## src/rtl/fifo_pkg.sv

```systemverilog
// Shared sizing helpers and error-flag record for the single-clock programmable FIFO.
// No logic of its own; depth, count width and the sticky error pair are defined here.
package fifo_pkg;

  function automatic int fifo_depth(input int asize);
    return 1 << asize;
  endfunction

  // Occupancy and pointers need one extra bit so that a completely full FIFO is representable.
  function automatic int fifo_cw(input int asize);
    return asize + 1;
  endfunction

  typedef struct packed {
    logic overflow;
    logic underflow;
  } fifo_err_t;

endpackage

```

## src/rtl/fifo_sync_mem.sv

```systemverilog
// Storage array: synchronous write, asynchronous read, zero-latency read port.
// No flow control here; the caller gates the write enable on fullness.
module fifo_sync_mem
  import fifo_pkg::*;
#(
  parameter int DSIZE = 8,
  parameter int ASIZE = 4
) (
  input  logic             clk,
  input  logic             we,
  input  logic [ASIZE-1:0] waddr,
  input  logic [DSIZE-1:0] wdata,
  input  logic [ASIZE-1:0] raddr,
  output logic [DSIZE-1:0] rdata
);

  logic [DSIZE-1:0] mem [fifo_depth(ASIZE)];

  always_ff @(posedge clk) begin
    if (we) begin
      mem[waddr] <= wdata;
    end
  end

  assign rdata = mem[raddr];

endmodule

```

## src/rtl/fifo_sync_prog.sv

```systemverilog
// Single-clock FIFO with live thresholds, occupancy count and sticky errors; read data 1 cycle after racc (FWFT=0) or 0 (FWFT=1).
// Writes are dropped while full and reads ignored while empty, each raising a sticky error.
module fifo_sync_prog
  import fifo_pkg::*;
#(
  parameter int DSIZE = 8,
  parameter int ASIZE = 4,
  parameter int FWFT  = 0
) (
  input  logic             clk,
  input  logic             rst,
  input  logic [DSIZE-1:0] wdata,
  input  logic             winc,
  output logic             wfull,
  output logic             walmost_full,
  input  logic             rinc,
  output logic [DSIZE-1:0] rdata,
  output logic             rempty,
  output logic             ralmost_empty,
  input  logic [ASIZE:0]   afull_thresh,
  input  logic [ASIZE:0]   aempty_thresh,
  output logic [ASIZE:0]   count,
  output logic             overflow,
  output logic             underflow,
  input  logic             clr_err
);

  localparam int            DEPTH   = fifo_depth(ASIZE);
  localparam int            CW      = fifo_cw(ASIZE);
  localparam logic [CW-1:0] DEPTH_C = CW'(DEPTH);
  localparam logic [CW-1:0] ONE     = CW'(1);

  logic [CW-1:0]    wptr;
  logic [CW-1:0]    rptr;
  logic [CW-1:0]    cnt_q;
  fifo_err_t        err_q;
  logic             wacc;
  logic             racc;
  logic [DSIZE-1:0] mem_rdata;

  // Flags come only from the registered count, so an out-of-range threshold simply never/always matches.
  assign rempty        = (cnt_q == '0);
  assign wfull         = (cnt_q == DEPTH_C);
  assign walmost_full  = (cnt_q >= afull_thresh);
  assign ralmost_empty = (cnt_q <= aempty_thresh);

  assign wacc = winc && !wfull;
  assign racc = rinc && !rempty;

  always_ff @(posedge clk or posedge rst) begin
    if (rst) begin
      wptr  <= '0;
      rptr  <= '0;
      cnt_q <= '0;
      err_q <= '0;
    end else begin
      if (wacc) begin
        wptr <= wptr + ONE;
      end
      if (racc) begin
        rptr <= rptr + ONE;
      end
      case ({wacc, racc})
        2'b10:   cnt_q <= cnt_q + ONE;
        2'b01:   cnt_q <= cnt_q - ONE;
        default: cnt_q <= cnt_q;
      endcase
      // A fresh error in the same cycle as clr_err must survive the clear.
      err_q.overflow  <= (winc && wfull)  || (err_q.overflow  && !clr_err);
      err_q.underflow <= (rinc && rempty) || (err_q.underflow && !clr_err);
    end
  end

  assign count     = cnt_q;
  assign overflow  = err_q.overflow;
  assign underflow = err_q.underflow;

  fifo_sync_mem #(
    .DSIZE (DSIZE),
    .ASIZE (ASIZE)
  ) u_mem (
    .clk   (clk),
    .we    (wacc),
    .waddr (wptr[ASIZE-1:0]),
    .wdata (wdata),
    .raddr (rptr[ASIZE-1:0]),
    .rdata (mem_rdata)
  );

  generate
    if (FWFT != 0) begin : g_fwft
      assign rdata = mem_rdata;
    end else begin : g_std
      logic [DSIZE-1:0] rdata_q;
      always_ff @(posedge clk or posedge rst) begin
        if (rst) begin
          rdata_q <= '0;
        end else if (racc) begin
          rdata_q <= mem_rdata;
        end
      end
      assign rdata = rdata_q;
    end
  endgenerate

  // The wide pointers differ by exactly the occupancy; a divergence means the count logic slipped.
  ptr_count_consistent: assert property (@(posedge clk) disable iff (rst) cnt_q == CW'(wptr - rptr));

endmodule

```

## config.mk

```make
export PLATFORM = sky130hd
export DESIGN_NAME = fifo_sync_prog
export DESIGN_NICKNAME = d
export VERILOG_FILES = /design/src/rtl/fifo_pkg.sv /design/src/rtl/fifo_sync_mem.sv /design/src/rtl/fifo_sync_prog.sv
export SDC_FILE = /design/constraint.sdc
export NUM_CORES = 1
export LEC_CHECK = 0
export BUFFER_PORTS_ARGS = -buffer_cell sky130_fd_sc_hd__clkbuf_2
export CAP_MARGIN = 10
export CORE_UTILIZATION = 55
export DETAILED_ROUTE_END_ITERATION = 8
export GPL_TIMING_DRIVEN = 0
export PLACE_DENSITY = 0.73
export SLEW_MARGIN = 20
export SYNTH_ARGS = -nofsm -noshare
export SYNTH_HDL_FRONTEND = slang
export SYNTH_HIERARCHICAL = 1
export SYNTH_SLANG_ARGS = --single-unit
```

## constraint.sdc

```tcl
create_clock -name clk -period 8.04 [get_ports clk]
set_clock_uncertainty 0.2 [all_clocks]
set_input_delay 0 -clock clk [delete_from_list [all_inputs] [get_ports clk]]
set_output_delay 0 -clock clk [all_outputs]
set_load 0.005 [all_outputs]
```

==> impl_metrics.tcl <==
set metrics [dict create \
    outcome "complete, no violations" \
    drt_pass1_iterations 4 \
    ioPinCount 42 \
    fin_crit_ps 3240 \
    worstSetupPathType "reg2reg" \
    cts_tree "done" \
    yosys-top-cells-count "edfxtp_1, dfrtp_1, mux4_2" \
    cts_setup_buffers 0 \
    synthXorXnorAreaFrac_pct 1.242 \
    track_usage_pct 22.53 \
    timing.final.crit_share_pct 40.30 \
    drv_slew 0 \
    clkTransAtPathRegs_ps 60 \
    fmax_mhz 308.6 \
    postCtsHoldBufs 13 \
    drt_iter0_drc 177 \
    coreArea_sq_mm 0.01103 \
    worstMarginPinSlew_ps 925.5 \
    seq_power_share_pct 40.6 \
    synthAdderAreaFrac_pct 3.469 \
    ys_types 47 \
    synth-compound-area-share_pct 4.060 \
    num-nets-final 456 \
    die_w_um 109.4 \
    die_y_um 109.4 \
    grt_overflow 0 \
    insertion_delay_ps 420 \
    globalplace.congestion 0.8319 \
    via_count 3319 \
    setup_viol 0 \
    dp_hpwl_um 7887 \
    pwr-share-comb_pct 29.9 \
    synth_simple_gate_area_share_pct 4.848 \
    grt_antenna_before_repair 0 \
    synth_ff_type "edfxtp_1" \
    start_util_pct 57.55 \
    intPower_mw 1.876 \
    p_leak_nw 2.771 \
    synth_top_family_by_area "multiplexers" \
    synth_area_per_cell_sq_um 18.51 \
    dpl_cell_area_sq_mm 0.006749 \
    synth_top_area_share_pct 60.54 \
    grt_pass1_vias 3406 \
    htree_num_levels 4 \
    synth_edf_count 128 \
    drive_above_1_share_pct 27.27 \
    path_max_fanout 10 \
    wl_um 12120 \
    syn_to_final_growth_pct 17.72 \
    ys_async_sr_fraction_pct 15.23 \
    yosys.area.top_type "edfxtp_1" \
    max_slew_margin_pct 38.23 \
    min_path_type "in2async" \
    grt_pass1_wl_um 18420 \
    maxCapViolations 0 \
    syn_nets 383 \
    synth_warnings 6 \
    p_switching_mw 0.7891 \
    clock-sinks 151 \
    synthMuxAreaShare_pct 14.17 \
    numPortBuffers 41 \
    wl_per_cell_um 21.30 \
    syn_inst 343 \
    routed_via_density 5.833 \
    hold_viol 0 \
    p_clk_share_pct 29.6 \
    reg2regPathDepth 10 \
    synth.most_common_cell "edfxtp_1" \
    synth_area_sq_mm 0.006349 \
    synth.area.top_cells "edfxtp_1, dfrtp_1, mux4_2" \
    diodes 0 \
    cp.arrival_ps 3340 \
    ys_seq_area_share_pct 69.61 \
    ant_nets 0 \
    peakVddDrop_uv 229.3 \
    root_buffer "clkbuf_16" \
    fin_tns_setup_ps 0 \
    dieArea_sq_mm 0.01198 \
    cp.required_ps 8140 \
    cts_max_path_buffers 2 \
    rsz0062_at_grt "false" \
    rows 38 \
    ys_ff_latch 151 \
    drc 0 \
    end_kind "flip-flop" \
    cts-buffers-inserted 17 \
    final_area_sq_mm 0.007473 \
    cts_resized 0 \
    start_kind "flip-flop" \
    powerDensity_mw_per_mm2 356.6 \
    p_sw_share_pct 29.61 \
    grt_max_degree 24 \
]
-- metrics by stage --
step                      hold WS [ps]  setup slack (ps)  instances  power [mW]  utilization [%]
after detailed placement         39.49              4806        524       1.888            61.18
final                            111.6              4800        569       2.665            67.75
after global placement           7.426              4871        524       1.859            61.00
after floorplan                 -198.1              5118        343       1.629                -
after CTS                        153.7              4786        569       2.688            67.75
after global routing             205.0              4525        569       2.803            67.75
-- logic make-up after synthesis --
group | Yosys count
flops | 151
simple gates | 58
mux | 43
compound gates | 35
buf+inv | 30
fa+ha+maj | 17
xor+xnor | 9
-- area by class of cell --
cell class                      instances  area (sq um)
Clock buffer                           24         471.7
Sequential cell                       151          4419
Fill cell                             731          3557
Multi-Input combinational cell        162          1784
Buffer                                 12         95.09
Tap cell                              140         175.2
Timing Repair Buffer                   54         335.3
Inverter                               18         70.07
Clock inverter                          8         122.6
-- sequential cells by signal, indices dropped and copies added, names as in the netlist --
signal,cells
rptr,4
u_mem/mem,128
wptr,4
overflow,1
underflow,1
count,5
rdata,8
-- worst paths after layout --
path	slack [ps]	to	start
min	110	rdata[7]	rst
max	4800	count[4]	count[4]
max in group asynchronous	6950	rptr[3]	rst
min in group clk	220	underflow	clr_err
max reg2reg	4800	count[4]	count[4]
min reg2reg	300	rdata[0]	rdata[0]
-- per-layer routing --
metal | global-route usage (%) | vias to the layer above | share of wire (%)
met1 | 29.48 | 1702 | 42
li1 | - | 1521 | -
met5 | 0 | - | 0
met4 | 8.381 | 0 | 1.8
met2 | 36.48 | 82 | 51
met3 | 6.106 | 14 | 5.0
-- cell usage in the layout (no fill, tap or decap), types with 4 or more instances in the layout --
cell type | Yosys | routed
nand2_1 | 14 | 14
mux4_1 | 14 | 14
buf_2 | 4 | 4
clkbuf_2 | 0 | 41
dlygate4sd3_1 | 0 | 13
dfrtp_1 | 23 | 23
nand2b_1 | 4 | 4
mux4_2 | 18 | 18
clkbuf_16 | 0 | 17
ha_1 | 16 | 16
mux2_2 | 9 | 9
o21ai_0 | 4 | 4
a22oi_1 | 16 | 16
edfxtp_1 | 128 | 128
inv_1 | 17 | 17
xnor2_1 | 6 | 6
clkbuf_1 | 1 | 6
nor2_1 | 17 | 17
nor3_2 | 0 | 4
-- power groups by stage --
stage	sequential, mW	clock (mW)	combinational, mW
floorplan	1.07	0	0.563
global placement	1.09	0	0.771
detailed placement	1.10	0	0.790
CTS	1.08	0.801	0.805
global route	1.10	0.831	0.877
finish	1.08	0.788	0.796
-- worst max-delay path, cell delays in order (launching register included) --
cell and delay [ps]:
dfrtp_1 490, inv_1 120, a21boi_2 240, buf_2 300, ha_1 370, inv_1 130
fa_1 410, nand2b_1 200, a2111oi_0 430, a41o_1 150, o41ai_1 80
Power figures use the tool's default switching activity.
